## src/rtl/reload_down_counter.sv

```systemverilog
// Loadable down-counter/timer: counts to zero, pulses tc_o, then reloads or stops.
// All outputs registered, one cycle after the causing edge; no backpressure, en_i only gates counting.
module reload_down_counter #(
  parameter int WIDTH = 4
) (
  input  logic             clk,
  input  logic             reset,
  input  logic             load_i,
  input  logic [WIDTH-1:0] load_val_i,
  input  logic             mode_i,
  input  logic             en_i,
  output logic [WIDTH-1:0] count_o,
  output logic             tc_o,
  output logic             busy_o,
  output logic             done_o
);

  typedef enum logic [1:0] {
    IDLE = 2'd0,
    RUN  = 2'd1,
    DONE = 2'd2
  } state_t;

  state_t           state;
  logic [WIDTH-1:0] count_q;
  logic [WIDTH-1:0] reload_q;
  logic             mode_q;
  logic             tc_q;
  logic             busy_q;
  logic             done_q;

  always_ff @(posedge clk or negedge reset) begin
    if (!reset) begin
      state    <= IDLE;
      count_q  <= '0;
      reload_q <= '0;
      mode_q   <= 1'b0;
      tc_q     <= 1'b0;
      busy_q   <= 1'b0;
      done_q   <= 1'b0;
    end else if (load_i) begin
      // A load overrides everything, including a terminal count due this cycle.
      state    <= RUN;
      count_q  <= load_val_i;
      reload_q <= load_val_i;
      mode_q   <= mode_i;
      tc_q     <= 1'b0;
      busy_q   <= 1'b1;
      done_q   <= 1'b0;
    end else begin
      tc_q <= 1'b0;
      case (state)
        RUN: begin
          if (en_i) begin
            if (count_q != '0) begin
              count_q <= count_q - 1'b1;
            end else begin
              // Zero is handled here so the decrement never wraps.
              tc_q <= 1'b1;
              if (mode_q) begin
                count_q <= reload_q;
              end else begin
                state  <= DONE;
                busy_q <= 1'b0;
                done_q <= 1'b1;
              end
            end
          end
        end
        DONE: begin
          count_q <= '0;
        end
        default: begin
        end
      endcase
    end
  end

  assign count_o = count_q;
  assign tc_o    = tc_q;
  assign busy_o  = busy_q;
  assign done_o  = done_q;

endmodule

```

## config.mk

```make
export PLATFORM = sky130hd
export DESIGN_NAME = reload_down_counter
export DESIGN_NICKNAME = d
export VERILOG_FILES = /design/src/rtl/reload_down_counter.sv
export SDC_FILE = /design/constraint.sdc
export NUM_CORES = 1
export LEC_CHECK = 0
export ABC_AREA = 1
export CELL_PAD_IN_SITES_DETAIL_PLACEMENT = 1
export CELL_PAD_IN_SITES_GLOBAL_PLACEMENT = 2
export CORE_ASPECT_RATIO = 1.5
export CORE_MARGIN = 8
export CORE_UTILIZATION = 24
export DETAILED_ROUTE_END_ITERATION = 10
export GPL_TIMING_DRIVEN = 0
export HOLD_SLACK_MARGIN = 0.08
export PLACE_DENSITY = 0.78
export SETUP_SLACK_MARGIN = 0.2
export SLEW_MARGIN = 20
export SYNTH_ARGS = -nofsm -noshare
export SYNTH_HDL_FRONTEND = slang
export SYNTH_SLANG_ARGS = --single-unit
```

## constraint.sdc

```tcl
create_clock -name clk -period 1.5 [get_ports clk]
set_clock_uncertainty 0.1 [all_clocks]
set_input_delay 0.15 -clock clk [delete_from_list [all_inputs] [get_ports clk]]
set_output_delay 0.15 -clock clk [all_outputs]
set_load 0.02 [all_outputs]
```

==> impl_metrics.json <==
{
  "syn_area_per_cell_um2": 7.349,
  "rsz0062_at_grt": "yes",
  "postSynthCellCount": 95,
  "cp-start-kind": "flip-flop",
  "required_ns": 1.54,
  "clkTransAtPathRegs_ns": 0.05,
  "r2r-end": "count_o[3]",
  "gp_congestion": 0.7205,
  "worstPathArrival_ns": 1.46,
  "antennaDiodeCount": 0,
  "ant_nets": 0,
  "drv_slew": 0,
  "setup_slack_ns": 0.07388,
  "syn-cell-area_um2": 698.2,
  "max_clock_freq_mhz": 701.2,
  "hold_viol": 0,
  "dpl_worst_slack_ns": 0.02266,
  "grt_pass1_vias": 737,
  "synth-seq-cells": 12,
  "grt_util_all_layers_pct": 9.332,
  "viasPerCell": 4.272,
  "antenna_found_initial": 0,
  "drt_iter0_drc": 4,
  "combPwrFrac_pct": 48.7,
  "powerDensity_nw_per_um2": 1464,
  "period_share_pct": 95.07,
  "routed_wl_um": 1975,
  "numCtsBuffers": 3,
  "reg2reg_depth": 10,
  "overflow": 0,
  "fp.dieArea_um2": 4927,
  "yosys_warnings": 0,
  "wl_per_cell_um": 12.19,
  "switching_power_uw": 604.8,
  "yosysSeqAreaShare_pct": 43.01,
  "io_pins": 16,
  "seqPwrFrac_pct": 28.7,
  "worst_pin_slew_ns": 0.5816,
  "relSlewSlack_pct": 61.11,
  "root_buffer": "clkbuf_8",
  "insertion_delay_ns": 0.24,
  "setup_violations": 0,
  "port_buffers": 15,
  "cp-end-kind": "flip-flop",
  "fin_util_pct": 37.76,
  "hpwlAfterDp_um": 1499,
  "internal-power_uw": 972.6,
  "setup-tns-final_ns": 0,
  "synthDistinctLibCells": 20,
  "hp-class": "input pin to asynchronous set/reset pin",
  "drive_gt1_share_pct": 34.15,
  "start_util_pct": 24.47,
  "vdd.ir_drop.worst_v": 0.0005526,
  "die_y_um": 82.06,
  "tritoncts": "built",
  "crit_type": "flip-flop to flip-flop",
  "die_w_um": 60.04,
  "syn_nets": 106,
  "area_growth_pct": 54.30,
  "grt_start_max_net_pins": 13,
  "dr_total_vias": 692,
  "sw_frac_of_total_pct": 38.34,
  "cts_sinks": 12,
  "p_leak_uw": 0.0005500,
  "drcViolationCount": 0,
  "cts_buffer_depth": 2,
  "p_total_uw": 1577,
  "status": "complete, no violations",
  "clockPowerShare_pct": 22.6,
  "holdBufCountCts": 0,
  "fin_crit_ns": 1.426,
  "drv_cap": 0,
  "r2r_slack_ns": 0.07,
  "num_rows": 24,
  "nets": 135,
  "core_um2": 2853,
  "h-tree-depth": 1,
  "grt_pass1_wl_um": 3312,
  "dr.pass1.iters": 4,
  "crit_path_max_fanout": 2,
  "r2r-start": "count_o[1]"
}
==> worst max-delay path, cell delays in order, from the launching register on <==
cell and delay, ns:
dfrtp_2 0.40, buf_4 0.14, buf_4 0.13, nor2_1 0.14
nand2_1 0.07, nand2_1 0.06, nand2_1 0.06, nand2_1 0.06
nand2_1 0.05, nand2_1 0.06, nand2_1 0.04
==> final cells by class <==
cell class / instances / area, um2
buffer: 1 / 5.005
clock buffer: 4 / 55.05
fill: 357 / 1775
inverter: 18 / 72.57
multi-input combinational: 64 / 375.4
sequential: 12 / 304.0
tap: 39 / 48.80
timing repair buffer: 24 / 216.5
==> cells by family after synthesis <==
family / Yosys count / share of synthesized area [%]
simple gates: 55 / 35.49
buf+inv: 19 / 10.75
flops: 12 / 43.01
compound gates: 7 / 7.169
fa+ha+maj: 2 / 3.584
==> registers in the layout (all words and copies together) (netlist names) <==
signal,flops
count_o,4
mode_q,1
reload_q,4
state,2
tc_o,1
==> power by group through the flow <==
stage	Sequential [uW]	Combinational [uW]	Clock, uW
5_1_grt	464	867	378
6_report	452	768	357
3_3_place_gp	461	592	0
2_1_floorplan	507	340	0
4_1_cts	453	686	370
3_5_place_dp	464	604	0
==> worst max path at each step <==
stage                     from  slack, ns  cells after the start         end
floorplan           count_o[0]       0.11                      9  count_o[0]
global placement    count_o[0]       0.02                      9  count_o[0]
detailed placement  count_o[0]       0.02                      9  count_o[0]
CTS                 count_o[1]       0.06                      9  count_o[3]
global route        count_o[1]      -0.06                     10  count_o[3]
finish              count_o[1]       0.07                     10  count_o[3]
==> placed cells by master (no fill, tap or decap), types with 3 or more instances in the layout <==
master / n
dfrtp_1: 9
inv_2: 4
dfrtp_2: 3
nor2_1: 3
o21ai_0: 4
dlygate4sd2_1: 3
nand2_2: 4
clkdlybuf4s50_1: 8
clkbuf_8: 4
inv_1: 12
nand2_1: 35
nand3_1: 5
buf_6: 3
buf_4: 6
==> stage by stage <==
stage | cell area, um2 | cells | hold WS (ns)
global route | 1077 | 162 | 0.2342
detailed placement | 917.1 | 149 | 0.4221
finish | 1077 | 162 | 0.1795
CTS | 1025 | 159 | 0.1914
global placement | 917.1 | 149 | 0.4078
floorplan | 718.2 | 95 | -0.2456
==> metal layers <==
metal  global-route usage (%)  wire length (um)
met4                    7.914                58
met3                   0.6270                33
met2                    17.44              1113
met5                        0                 0
met1                    8.885               770
==> synth_stat cells <==
cell	number	area, um2
a21oi_1	1	5.000
nor2_1	3	11.26
inv_4	1	6.260
nor2_2	1	6.260
nand2_4	1	11.26
ha_1	2	25.02
o21ai_2	1	8.760
inv_2	3	11.26
dfrtp_1	12	300.3
nand2_1	38	142.6
a21oi_4	1	16.27
nor4_1	1	6.260
inv_1	14	52.55
nand4_1	1	6.260
nand3_1	6	30.03
nor2_4	1	11.26
buf_2	1	5.000
o21ai_0	4	20.02
nand2_2	2	12.51
nand3_2	1	10.01
==> what timing repair did <==
item | in CTS | in global routing
pin swaps | 6 | 6
endpoints found under the setup margin | 14 | 9
buffers inserted | 6 | 3
cloned | 0 | 0
gates resized for setup | 14 | 14
Power figures use the tool's default switching activity.
